### src/rtl/trng_ctrl.sv
// trng_ctrl: sequencing and bus-interface controller for the ring-oscillator TRNG.
// Holds the source in reset until enabled, discards a warm-up burst, runs a
// repetition-count health test on every sample and buffers passing samples in a
// small FIFO that the PicoRV32 reads over its native memory interface.
//
// Ports:
//   clk, rst        - clock, synchronous active-high reset
//   rng_data/valid  - 32-bit sample and one-cycle qualifying strobe from the source
//   rng_rst         - reset to the source (high while IDLE or FAULT)
//   mem_*           - PicoRV32 native memory interface (one-cycle registered ack)
//
// Register map (offset from BASE_ADDR):
//   0x0 CTRL   bit0 enable (R/W); any write clears overflow
//   0x4 STATUS bit0 avail, bit1 fault, bit2 overflow, bit3 running, [11:8] count
//   0x8 DATA   read pops the FIFO head; empty FIFO reads 0 without popping
//   0xC        reads 0
module trng_ctrl #(
    parameter logic [31:0] BASE_ADDR    = 32'h0300_0000,
    parameter int          WARMUP_WORDS = 16,
    parameter int          FIFO_DEPTH   = 4,
    parameter int          REP_LIMIT    = 4
) (
    input  logic        clk,
    input  logic        rst,
    input  logic [31:0] rng_data,
    input  logic        rng_valid,
    output logic        rng_rst,
    input  logic        mem_valid,
    input  logic [31:0] mem_addr,
    input  logic [3:0]  mem_wstrb,
    input  logic [31:0] mem_wdata,
    output logic [31:0] mem_rdata,
    output logic        mem_ready
);
    localparam int AW = $clog2(FIFO_DEPTH);
    localparam int CW = AW + 1;

    typedef enum logic [1:0] {S_IDLE, S_WARMUP, S_RUN, S_FAULT} state_t;

    typedef struct packed {
        logic       acc;   // accepted this cycle
        logic       wr;    // any strobe set
        logic [1:0] off;   // word offset in the register block
    } bus_req_t;

    state_t   state, state_nxt;
    bus_req_t req;

    logic          enable;
    logic          overflow;
    logic [3:0]    rep;
    logic [31:0]   last;
    logic [7:0]    wcnt;
    logic [CW-1:0] cnt;
    logic [AW-1:0] wp, rp;
    logic [31:0]   fifo_mem [FIFO_DEPTH];

    logic          ctrl_wr, en_wr, dis, en_rise, data_rd;
    logic          tested, trip, warm_done, push, push_ok, pop, full, flush;
    logic [3:0]    rep_nxt;
    logic [31:0]   status, rd_val;
    logic          unused_bits;

    assign unused_bits = ^{mem_addr[1:0], mem_wdata[31:1]};

    // Only one access per ack cycle: a still-high mem_valid during the
    // ack cycle is not re-accepted.
    always_comb begin
        req.acc = mem_valid && (mem_addr[31:4] == BASE_ADDR[31:4]) && !mem_ready;
        req.wr  = |mem_wstrb;
        req.off = mem_addr[3:2];
    end

    assign ctrl_wr = req.acc && req.wr && (req.off == 2'd0);
    assign en_wr   = ctrl_wr && mem_wstrb[0];
    assign dis     = en_wr && !mem_wdata[0];
    assign en_rise = en_wr && mem_wdata[0] && !enable;
    assign data_rd = req.acc && !req.wr && (req.off == 2'd2);

    // A disable in the same cycle as a sample drops the sample.
    assign tested    = rng_valid && !dis && (state == S_WARMUP || state == S_RUN);
    assign rep_nxt   = (rep == 4'd0 || rng_data != last) ? 4'd1 : rep + 4'd1;
    assign trip      = tested && (rep_nxt == 4'(REP_LIMIT));
    assign warm_done = (state == S_WARMUP) && tested && !trip &&
                       (wcnt + 8'd1 == 8'(WARMUP_WORDS));

    assign full    = (cnt == CW'(FIFO_DEPTH));
    assign pop     = data_rd && (cnt != '0);
    assign push    = (state == S_RUN) && tested && !trip;
    assign push_ok = push && (!full || pop);
    // The pop still returns the head word (rd_val samples the pre-flush FIFO).
    assign flush   = dis || trip;

    always_comb begin
        status        = '0;
        status[0]     = (cnt != '0);
        status[1]     = (state == S_FAULT);
        status[2]     = overflow;
        status[3]     = (state == S_RUN);
        status[11:8]  = 4'(cnt);
    end

    always_comb begin
        rd_val = '0;
        case (req.off)
            2'd0: rd_val = {31'd0, enable};
            2'd1: rd_val = status;
            2'd2: rd_val = (cnt != '0) ? fifo_mem[rp] : 32'd0;
            default: rd_val = '0;
        endcase
    end

    always_ff @(posedge clk) begin
        if (rst) state <= S_IDLE;
        else     state <= state_nxt;
    end

    always_comb begin
        state_nxt = state;
        rng_rst   = (state == S_IDLE) || (state == S_FAULT);
        if (dis) begin
            state_nxt = S_IDLE;
        end else begin
            case (state)
                S_IDLE:   if (en_rise) state_nxt = S_WARMUP;
                S_WARMUP: if (trip) state_nxt = S_FAULT;
                          else if (warm_done) state_nxt = S_RUN;
                S_RUN:    if (trip) state_nxt = S_FAULT;
                default:  state_nxt = state;
            endcase
        end
    end

    always_ff @(posedge clk) begin
        if (push_ok) fifo_mem[wp] <= rng_data;
    end

    always_ff @(posedge clk) begin
        if (rst) begin
            mem_ready <= 1'b0;
            mem_rdata <= '0;
            enable    <= 1'b0;
            overflow  <= 1'b0;
            rep       <= '0;
            last      <= '0;
            wcnt      <= '0;
            cnt       <= '0;
            wp        <= '0;
            rp        <= '0;
        end else begin
            mem_ready <= req.acc;
            mem_rdata <= (req.acc && !req.wr) ? rd_val : 32'd0;

            if (en_wr) enable <= mem_wdata[0];

            if (push && full && !pop) overflow <= 1'b1;
            else if (ctrl_wr)         overflow <= 1'b0;

            // Health history restarts on disable and on entry to warm-up.
            if (dis || en_rise) begin
                rep  <= '0;
                last <= '0;
                wcnt <= '0;
            end else if (tested) begin
                rep  <= rep_nxt;
                last <= rng_data;
                if (state == S_WARMUP) wcnt <= wcnt + 8'd1;
            end

            if (flush) begin
                cnt <= '0;
                wp  <= '0;
                rp  <= '0;
            end else begin
                if (push_ok) wp <= wp + AW'(1);
                if (pop)     rp <= rp + AW'(1);
                case ({push_ok, pop})
                    2'b10:   cnt <= cnt + CW'(1);
                    2'b01:   cnt <= cnt - CW'(1);
                    default: cnt <= cnt;
                endcase
            end
        end
    end
endmodule

### config.mk
export PLATFORM = sky130hd
export DESIGN_NAME = trng_ctrl
export DESIGN_NICKNAME = d
export VERILOG_FILES = /design/src/rtl/trng_ctrl.sv
export SDC_FILE = /design/constraint.sdc
export NUM_CORES = 1
export LEC_CHECK = 0
export BUFFER_PORTS_ARGS = -buffer_cell sky130_fd_sc_hd__buf_2
export CELL_PAD_IN_SITES_DETAIL_PLACEMENT = 1
export CELL_PAD_IN_SITES_GLOBAL_PLACEMENT = 2
export CORE_MARGIN = 2
export CORE_UTILIZATION = 42
export CTS_CLUSTER_SIZE = 30
export DETAILED_ROUTE_END_ITERATION = 16
export PLACE_DENSITY = 0.83
export SYNTH_ARGS = -nofsm -noshare
export SYNTH_HDL_FRONTEND = slang
export SYNTH_SLANG_ARGS = --single-unit
### constraint.sdc
create_clock -name clk -period 7.07 [get_ports clk]
set_input_delay 1.0605 -clock clk [delete_from_list [all_inputs] [get_ports clk]]
set_output_delay 1.0605 -clock clk [all_outputs]
set_load 0.05 [all_outputs]
==> impl_results.md, run 1 <==
- Seq cells post-synth: 218
- Row count: 52
- Final core occ: 50.57%
- Antenna Nets Post-Route: 0
- YS warnings: 0
- Initial core utilization: 43.20%
- Core Box Area: 0.02036 mm2
- Post-CTS setup buffers: 0
- Final cycle utilization of the critical path: 52.60%
- Root Buffer: clkbuf_16
- DRC viols: 0
- CTS tree: yes
- Iteration-0 DRC Markers: 293
- GRT Resource Usage Total: 19.33%
- Final Hold Fails: 0
- Min Tclk post-route: 3719 ps
- DR WL/cell: 19.99 um
- Grt ovf: 0
- Final Wtd Congestion: 0.8553
- Worst Path Buf+Inv: 2
- DR pass1 iterations: 4
- Initial antenna violation count: 0
- Latest clock arrival within the worst-skew pair: 510 ps
- Buffers on Ports: 104
- Status: finished, final reports clean
- Layout Nets: 879
- F_max: 0.2689 GHz
- Sequential area share after synthesis: 64.16%
- Die Y: 148.7 um
- Leak pwr: 3.713 nW
- H-tree depth: 1
- PD cells: 267.5 mW/mm2
- Crit path kind: primary input to flop
- Post-Syn Area: 0.008798 mm2
- Kind of cell adding the most delay to the critical path: simple AND/OR/NAND/NOR gates
- WP data required: 7260 ps
- Via count: 5,698
- ANT cells: 0
- Post-CTS Hold Buffers: 0
- Hold crit path type: flop to flop
- CTS buffer count: 23
- Die X: 148.7 um
- Final Setup Violations: 0
- Slew @ Worst Pin: 1109 ps
- Longest Clk Path Bufs: 3
- Crit. Startpoint: mem_addr[13]
- Vias in the first global route: 6,226
- Reg2reg path depth: 7
- Cell-by-cell trace of the critical path: buf_2 > nor4_2 > nand4_1 > nor2_1 > nand3_1 > a211oi_2 > and2_1 > buf_4
- Post-DP HPWL: 14,310 um
- Yosys top cell by area: edfxtp_1
- Crit-path max FO: 18
- Clock Skew: 12.23 ps
- CP max stage cell: and2_1
- Final Slew Violations: 0
- Die area: 0.02212 mm2
- Via density: 5.432
- FF-to-FF Start: cnt[0]
- Relative slew slack: 26.07%
- Mapped Cells: 652
- Hold Path Stages: 2
- Crit path DAT: 3910 ps
- Clock transition at the registers of the reported paths: 60 ps
- Largest net degree at the start of global routing: 45
- Syn_area_per_cell: 13.49 um2
- Synthesized Nets: 769
- Cts repair resizes: 0
- Worst path depth: 8
- Max incr delay on CP: 890 ps
- Max IR drop VDD: 0.0001451 V
- DRT Wirelength: 20,970 um
- Synth top area share: 43.69%
- Hold Startpoint: last[21]
- # IOs: 138
- CP Capture Type: flop
- Number of max-cap violations: 0
- Global-route wire length before repair: 33,420 um
- Top post-synthesis cells by area: edfxtp_1, dfxtp_1, mux4_2
- Layout cells sized above 1: 24.52%
- RSZ-0062 raised after global routing: no
- Area Overhead vs Synth: 17.05%
- Synth cell types: 55
- Num Clock Sinks: 218
- TNS Setup: 0 ps
- Critical path launch point type: primary input
## sequential cells by signal, indices dropped and copies added, names as in the netlist, named ones only
| signal | flops |
|---|---|
| cnt | 3 |
| enable | 1 |
| fifo_mem | 128 |
| last | 32 |
| mem_rdata | 32 |
| mem_ready | 1 |
| overflow | 1 |
| rep | 4 |
| rp | 2 |
| state | 2 |
| wcnt | 8 |
| wp | 2 |
## worst min-delay path, cell delays in order, from the launching register on
cell and delay [ps]:
dfxtp_1 310, nand2_1 50, a21oi_1 50
## power breakdown
part,switching [W],internal (W)
Clock,0.000479,0.000636
Combinational,0.000167,0.0000787
Sequential,0.0000222,0.00137
Total,0.000667,0.00209
## final timing paths
path / endpoint / slack [ps]
setup reg to reg: fifo_mem[2][6] / 3610
hold reg to reg: last[21] / 470
hold / removal: last[21] / 470
setup / recovery: fifo_mem[2][6] / 3350
## metrics by stage
step	hold slack (ps)	cell area [um2]	total power, W	instances	setup slack, ps
after detailed placement	460.4	9608	0.001668	1007	2775
final	468.8	10300	0.002755	1049	3351
after global placement	452.9	9608	0.001655	1007	2873
after floorplan	447.8	8798	0.001574	652	3681
after CTS	468.9	10300	0.002783	1049	3316
after global routing	481.9	10300	0.002863	1049	3067
## layout make-up
| type | count | area [um2] |
|---|---|---|
| inverters | 10 | 37.54 |
| fillers | 2089 | 10070 |
| flip-flops and latches | 218 | 5647 |
| repair buffers | 114 | 595.6 |
| well taps | 270 | 337.8 |
| clock inverters | 13 | 92.59 |
| multi-input cells | 395 | 2990 |
| clock buffers | 29 | 598.1 |
## cell usage in the layout, fill, tap and decap left out, types with 2 or more instances in the layout
cell       instances
o21a_1             3
and3_1            30
mux2i_1            5
a2111oi_0          2
nor4_1            23
nor3b_1            2
o21ai_0            6
buf_2            104
inv_1              9
dfxtp_1           89
mux4_2            32
clkbuf_16         23
edfxtp_1         128
clkinv_1           6
nor4_2             2
nor2_1            30
nand3b_1           6
xnor2_1            3
or3_1              3
nand4_1           10
a22oi_1            6
nor3_1             9
nand2b_1           3
and2_1             7
nand3_1           11
nand2_1           82
a211oi_2           3
buf_4             10
a31oi_1            2
a21oi_1           37
ha_1              12
nor4b_1            4
xor2_1            41
clkinv_2           3
clkbuf_1           6
## routing by layer
metal	vias to the layer above	routed length [um]	global-route usage, %
met4	0	469	5.667
met5	-	0	0
met1	2880	8495	23.98
met2	132	10920	34.91
li1	2649	-	-
met3	37	1088	3.119
## synthesized netlist by cell type (all sizes together)
| library cell | n |
|---|---|
| a22oi | 6 |
| a31oi | 3 |
| o2111ai | 1 |
| and3b | 1 |
| and3 | 31 |
| nand3b | 6 |
| nor2 | 31 |
| mux2i | 5 |
| mux4 | 32 |
| a211oi | 4 |
| o32ai | 1 |
| xnor2 | 3 |
| buf | 9 |
| a2111oi | 2 |
| nor4b | 5 |
| a21oi | 37 |
| nor4bb | 1 |
| ha | 12 |
| or2 | 2 |
| a2bb2oi | 1 |
| nand4 | 10 |
| or4 | 1 |
| and2 | 7 |
| inv | 10 |
| clkbuf | 20 |
| edfxtp | 128 |
| nand2 | 82 |
| o2bb2ai | 1 |
| xor2 | 41 |
| a311oi | 1 |
| nor2b | 1 |
| o21ai | 7 |
| nand3 | 11 |
| fa | 1 |
| nor3 | 10 |
| nand2b | 3 |
| or3 | 3 |
| o21a | 3 |
| nor4 | 26 |
| nor3b | 2 |
| dfxtp | 90 |
| a21o | 1 |
## kinds of logic (layout without fill, tap and decap cells)
family / count (synthesis) / in the layout / synth area share [%]
flops: 218 / 218 / 64.16
buf+inv: 39 / 166 / 1.849
fa+ha+maj: 13 / 13 / 1.934
compound gates: 68 / 68 / 4.992
simple gates: 233 / 233 / 13.92
mux: 37 / 37 / 8.760
xor+xnor: 44 / 44 / 4.380
(Power assumes the default switching activity.)
==> run 2, diff against run 1 <==
--- a/config.mk
+++ b/config.mk
@@ -9,10 +9,10 @@
 export CELL_PAD_IN_SITES_DETAIL_PLACEMENT = 1
 export CELL_PAD_IN_SITES_GLOBAL_PLACEMENT = 2
 export CORE_MARGIN = 2
-export CORE_UTILIZATION = 42
+export CORE_UTILIZATION = 35
 export CTS_CLUSTER_SIZE = 30
 export DETAILED_ROUTE_END_ITERATION = 16
-export PLACE_DENSITY = 0.83
+export PLACE_DENSITY = 0.73
 export SYNTH_ARGS = -nofsm -noshare
 export SYNTH_HDL_FRONTEND = slang
 export SYNTH_SLANG_ARGS = --single-unit
==> constraint.sdc (replaced) <==
create_clock -name clk -period 3.35 [get_ports clk]
set_input_delay 0.5025 -clock clk [delete_from_list [all_inputs] [get_ports clk]]
set_output_delay 0.5025 -clock clk [all_outputs]
set_load 0.05 [all_outputs]
==> run 2 against run 1 <==
  * Sequential share of layout area is 1.6 points lower
  * Clock-buffer cell count is 7 higher
  * Die area is 19% higher
  * Cell count is 6.6% higher
  * Setup slack worse by 3000 ps
  * Register-to-register slack worse by 3200 ps
  * Critical path type is now flop to flop
  * Largest power group unchanged
==> impl_results.md, run 2 (synthesized netlist as in run 1, its figures left out) <==
- Status: finished, final reports clean
- Area Overhead vs Synth: 20.49%
- Post-CTS setup buffers: 0 (unchanged)
- Worst Hold End: fifo_mem[0][25]
- Grt ovf: 0 (unchanged)
- Leak pwr: 3.817 nW (+2.8%)
- Relative slew slack: 49.85% (+24 points)
- Reg2reg path depth: 13 (+6)
- GRT Resource Usage Total: 16.63% (-2.7 points)
- Post-DP HPWL: 14,550 um (+1.7%)
- Antenna Nets Post-Route: 0 (unchanged)
- Clock transition at the registers of the reported paths: 60 ps (about the same)
- Via count: 5,729 (+0.54%)
- Worst slack at placement: 456.3 ps (-2319 ps)
- FILL cells: 2,645 (+27%)
- Die area: 0.02642 mm2 (+19%)
- Latest clock arrival within the worst-skew pair: 530 ps (+20 ps)
- RR Endpoint: cnt[2]
- Global-route wire length before repair: 34,310 um (+2.7%)
- Hold Startpoint: rng_data[25]
- Initial antenna violation count: 2 (+2)
- Most frequent cells in the layout: edfxtp_1, buf_2, dfxtp_1
- Final Hold Fails: 0 (unchanged)
- Final Wtd Congestion: 0.8102 (-5.3%)
- Number of max-cap violations: 0 (unchanged)
- DRT Wirelength: 21,830 um (+4.1%)
- CTS buffer count: 24 (+4.3%)
- Row count: 58 (+12%)
- CP Capture Type: flop
- Longest Clk Path Bufs: 3 (unchanged)
- Worst Slack Setup Final: 371.2 ps (-2980 ps)
- Num Clock Sinks: 218 (unchanged)
- Initial core utilization: 35.24% (-8.0 points)
- CTS tree: yes
- Core Box Area: 0.02496 mm2 (+23%)
- Die Y: 162.6 um (+9.3%)
- Root Buffer: clkbuf_16
- Hold crit path type: primary input to flop
- Iteration-0 DRC Markers: 288 (-1.7%)
- DR WL/cell: 19.53 um (-2.3%)
- Final Setup Violations: 0 (unchanged)
- Largest regs: fifo_mem (128), last (32), mem_rdata (32)
- Final cell count without fillers: 1,118 (+6.6%)
- Placed Cells: 1,073 (+6.6%)
- RSZ-0062 raised after global routing: no
- Cts repair resizes: 0 (unchanged)
- DRC viols: 0 (unchanged)
- Via density: 5.124 (-5.7%)
- Crit path kind: flop to flop
- FF-to-FF Start: state[0]
- Crit-path max FO: 6 (-12)
- Min Tclk post-route: 2979 ps
- Max IR drop VDD: 0.0002876 V (+98%)
- F_max: 0.3357 GHz
- Critical path launch point type: flop
- PD cells: 580.5 mW/mm2 (+120%)
- Post-CTS Hold Buffers: 0 (unchanged)
- WP data required: 3790 ps (-3470 ps)
- Final cycle utilization of the critical path: 88.92%
- Layout Nets: 886 (+0.80%)
- Hold Path Stages: 1 (-1)
- TNS Setup: 0 ps (unchanged)
- Buffers on Ports: 104 (unchanged)
- Layout cells sized above 1: 25.92% (+1.4 points)
- Final Slew Violations: 0 (unchanged)
- Crit path DAT: 3420 ps (-490 ps)
- # IOs: 138 (unchanged)
- Clock Skew: 17.99 ps (+5.761 ps)
- DR pass1 iterations: 4 (unchanged)
- Largest net degree at the start of global routing: 45 (unchanged)
- Worst R2R Setup Slack: 370 ps (-3240 ps)
- Slew @ Worst Pin: 752.2 ps (-356.8 ps)
- Vias in the first global route: 6,285 (+0.95%)
- Die X: 162.6 um (+9.3%)
- H-tree depth: 1 (unchanged)
- Commonest non-fill, non-tap cell in the layout: edfxtp_1
- Largest register FFs: 128 (unchanged)
- Most flops, register: fifo_mem
[run 2: cell count changes in the layout (fill, tap and decap cells not counted)]
| cell | delta |
|---|---|
| diode_2 | +1 |
| buf_4 | +2 |
| clkbuf_1 | +1 |
| clkinv_1 | -6 |
| buf_12 | +4 |
| clkbuf_16 | +1 |
| clkinv_2 | -1 |
| clkinv_16 | +1 |
| clkbuf_8 | +5 |
| bufinv_16 | +1 |
[run 2: worst max-delay path: stages (launching register included)]
cell,delay [ps]
dfxtp_1,440
inv_1,120
ha_1,360
nand2_1,120
nor4_1,380
nand4_1,230
nor3_2,180
buf_4,180
o21ai_2,90
inv_2,90
fa_1,220
nand3b_1,120
o21a_1,150
a211oi_2,210
[run 2: final cells by class]
type / count / area [um2] / share of cell area [%]
inverter: 10 / 37.54 / 0.3541
clock inverter: 8 / 125.1 / 1.180
antenna: 1 / 2.502 / 0.02360
multi-input combinational: 395 / 2990 / 28.21
clock buffer: 36 / 695.7 / 6.562
tap: 330 / 412.9 / 3.895
timing repair buffer: 120 / 690.7 / 6.515
sequential: 218 / 5647 / 53.26
[run 2: routing by layer]
metal / up-vias / GRT usage [%] / part of all wire, %
li1: 2667 / - / -
met1: 2917 / 21.82 / 45
met2: 114 / 29.05 / 50
met3: 31 / 2.139 / 3.8
met4: 0 / 4.626 / 1.8
met5: - / 0 / 0
[run 2: metrics by stage]
stage	utilization (%)	total power [W]	area [um2]	hold slack, ps
2_1_floorplan	-	0.003323	8798	447.8
3_3_place_gp	39.17	0.003499	9778	453.3
3_5_place_dp	39.17	0.003530	9778	462.5
4_1_cts	42.46	0.006221	10600	206.5
5_1_grt	42.47	0.006377	10600	217.4
6_report	42.47	0.006155	10600	232.8
[run 2: power by group]
group,internal [W],switching (W),leakage (nW)
Clock,0.00161,0.00108,0.396
Sequential,0.00290,0.0000501,1.88
Combinational,0.000172,0.000350,1.55
Total,0.00467,0.00148,3.82
[run 2: worst max path at each step]
stage,startpoint,endpoint,slack [ps],cells past startpoint
after global placement,rng_data[12],cnt[2],550,12
after detailed placement,rng_data[12],cnt[2],460,12
after floorplan,mem_ready,fifo_mem[1][0],480,6
after global routing,state[0],cnt[2],150,13
final,state[0],cnt[2],370,13
after CTS,state[0],cnt[2],470,13
==> run 3, diff against run 2 <==
==> config.mk (replaced) <==
export PLATFORM = sky130hd
export DESIGN_NAME = trng_ctrl
export DESIGN_NICKNAME = d
export VERILOG_FILES = /design/src/rtl/trng_ctrl.sv
export SDC_FILE = /design/constraint.sdc
export NUM_CORES = 1
export LEC_CHECK = 0
export CELL_PAD_IN_SITES_DETAIL_PLACEMENT = 1
export CELL_PAD_IN_SITES_GLOBAL_PLACEMENT = 2
export CORE_MARGIN = 2
export CORE_UTILIZATION = 41
export CTS_BUF_LIST = sky130_fd_sc_hd__clkbuf_8
export CTS_CLUSTER_SIZE = 30
export DETAILED_ROUTE_END_ITERATION = 16
export DONT_BUFFER_PORTS = 1
export PLACE_DENSITY = 0.76
export SYNTH_ARGS = -nofsm -noshare
export SYNTH_HDL_FRONTEND = slang
export SYNTH_SLANG_ARGS = --single-unit
==> run 3 against run 2 <==
  * Fmax fell by 1.4%
  * Cell count fell by 12%
  * Critical path type unchanged
  * Setup slack got worse by 43 ps
  * Core utilization rose by 4.6 points
==> impl_results.md, run 3 (synthesized netlist as in run 1, its figures left out) <==
- Post-CTS Hold Buffers: 0 (unchanged)
- Crit path DAT: 3450 ps (+30 ps)
- Grt ovf: 0 (unchanged)
- Die Y: 150.5 um (-7.4%)
- CP max stage cell: dfxtp_1
- Worst slack at placement: 359.5 ps (-96.78 ps)
- Worst Path Buf+Inv: 2 (-1)
- FF-to-FF Start: state[0]
- Final core occ: 47.10% (+4.6 points)
- Placed Cells: 916 (-15%)
- Reg2reg path depth: 12 (-1)
- Status: finished, final reports clean
- Post-CTS setup buffers: 0 (unchanged)
- Number of max-cap violations: 0 (unchanged)
- Worst R2R Setup Slack: 330 ps (-40 ps)
- Final Hold Fails: 0 (unchanged)
- Final cell count without fillers: 984 (-12%)
- Leak pwr: 3.377 nW (-12%)
- Area Overhead vs Synth: 12.54%
- Min Tclk post-route: 3022 ps (+42.82 ps)
- FILL cells: 2,102 (-21%)
- Commonest non-fill, non-tap cell in the layout: edfxtp_1
- Longest Clk Path Bufs: 3 (unchanged)
- Iteration-0 DRC Markers: 257 (-11%)
- DRT Wirelength: 21,290 um (-2.5%)
- Crit-path max FO: 6 (unchanged)
- Relative slew slack: 51.88% (+2.0 points)
- Most flops, register: fifo_mem
- Layout Nets: 798 (-9.9%)
- H-tree depth: 2 (+1)
- Largest regs: fifo_mem (128), last (32), mem_rdata (32)
- Latest clock arrival within the worst-skew pair: 520 ps (about the same)
- Largest register FFs: 128 (unchanged)
- Final Wtd Congestion: 0.7762 (-4.2%)
- Most frequent cells in the layout: edfxtp_1, dfxtp_1, nand2_1
- RR Endpoint: cnt[2]
- Via count: 5,412 (-5.5%)
- Antenna Nets Post-Route: 0 (unchanged)
- Max IR drop VDD: 0.0003242 V (+13%)
- Buffers on Ports: 0 (-100%)
- Via density: 5.500 (+7.3%)
- Row count: 53 (-8.6%)
- Hold crit path type: primary input to flop
- Global-route wire length before repair: 33,420 um (-2.6%)
- ANT cells: 0 (-1)
- Initial antenna violation count: 0 (-2)
- CP Capture Type: flop
- CTS tree: yes
- PD cells: 581.0 mW/mm2 (about the same)
- Critical path launch point type: flop
- DRC viols: 0 (unchanged)
- F_max: 0.3310 GHz (-1.4%)
- TNS Setup: 0 ps (unchanged)
- Die area: 0.02265 mm2 (-14%)
- DR WL/cell: 21.64 um (+11%)
- Largest net degree at the start of global routing: 45 (unchanged)
- Pwr Total: 0.005753 W (-6.5%)
- Root Buffer: clkbuf_8
- Cts repair resizes: 0 (unchanged)
- Worst Hold End: overflow
- Vias in the first global route: 6,020 (-4.2%)
- DR pass1 iterations: 4 (unchanged)
- Final cycle utilization of the critical path: 90.20% (+1.3 points)
- Crit path kind: flop to flop
- Worst path depth: 12 (-1)
- Clock Skew: 27.37 ps (+9.373 ps)
- RSZ-0062 raised after global routing: no
- Initial core utilization: 41.85% (+6.6 points)
- Clock transition at the registers of the reported paths: 60 ps (about the same)
- Slew @ Worst Pin: 720.7 ps (-31.45 ps)
- Hold Path Stages: 1 (unchanged)
- Max incr delay on CP: 430 ps (about the same)
- GRT Resource Usage Total: 19.50% (+2.9 points)
- Final Setup Violations: 0 (unchanged)
- Core Box Area: 0.02102 mm2 (-16%)
- Hold Startpoint: rst
- CTS buffer count: 38 (+58%)
- # IOs: 138 (unchanged)
- Final Slew Violations: 0 (unchanged)
- Die X: 150.5 um (-7.4%)
- Post-DP HPWL: 14,470 um (-0.56%)
- Worst Slack Setup Final: 328.4 ps (-42.82 ps)
- Kind of cell adding the most delay to the critical path: simple AND/OR/NAND/NOR gates
- WP data required: 3780 ps (about the same)
- Layout cells sized above 1: 16.36% (-9.6 points)
- Cell-by-cell trace of the critical path: inv_1 > ha_1 > nand2_1 > nor4_1 > nand4_1 > nor3_2 > o21ai_2 > inv_2 > fa_1 > nand3b_1 > o21a_1 > a211oi_2
- Num Clock Sinks: 218 (unchanged)
## run 3: cell types whose count changed in the layout (fill, tap and decap cells not counted), moves of 3 or more
cell       change
buf_2        -104
clkbuf_8      +38
clkbuf_16     -24
inv_1          +9
clkinv_1       +8
clkbuf_1       -7
buf_4          +6
buf_12         -4
clkinv_2       +3
## run 3: layout make-up
| type | instances | area [um2] | area share (%) |
|---|---|---|---|
| Timing Repair Buffer | 18 | 135.1 | 1.365 |
| Inverter | 10 | 37.54 | 0.3791 |
| Tap cell | 275 | 344.1 | 3.475 |
| Sequential cell | 218 | 5647 | 57.03 |
| Multi-Input combinational cell | 395 | 2990 | 30.20 |
| Clock buffer | 43 | 591.8 | 5.977 |
| Clock inverter | 25 | 156.4 | 1.579 |
## run 3: per-stage QoR
step / hold slack [ps] / area [um2]
after global placement: 452.9 / 9154
final: 60.82 / 9902
after CTS: 35.56 / 9902
after detailed placement: 461.4 / 9154
after floorplan: 447.8 / 8798
after global routing: 47.23 / 9902
## run 3: worst max path at each step
stage                       startpoint              to  slack (ps)
after floorplan              mem_ready  fifo_mem[1][0]         480
after global placement    rng_data[12]          cnt[2]         440
after detailed placement        rep[0]          cnt[2]         360
after CTS                       rep[0]          cnt[2]         310
after global routing          state[0]          cnt[2]         120
final                         state[0]          cnt[2]         330
## run 3: power breakdown
part           internal, W  total, W  switching (W)  leakage, nW
sequential         0.00290   0.00295      0.0000479         1.88
clock              0.00133   0.00238        0.00105        0.418
combinational     0.000134  0.000424       0.000290         1.08
## run 3: per-layer routing
metal  global-route usage (%)  share of wire [%]
met5                        0                  0
met4                    5.755                1.6
met3                    4.333                5.8
met1                    24.95                 42
met2                    33.27                 51
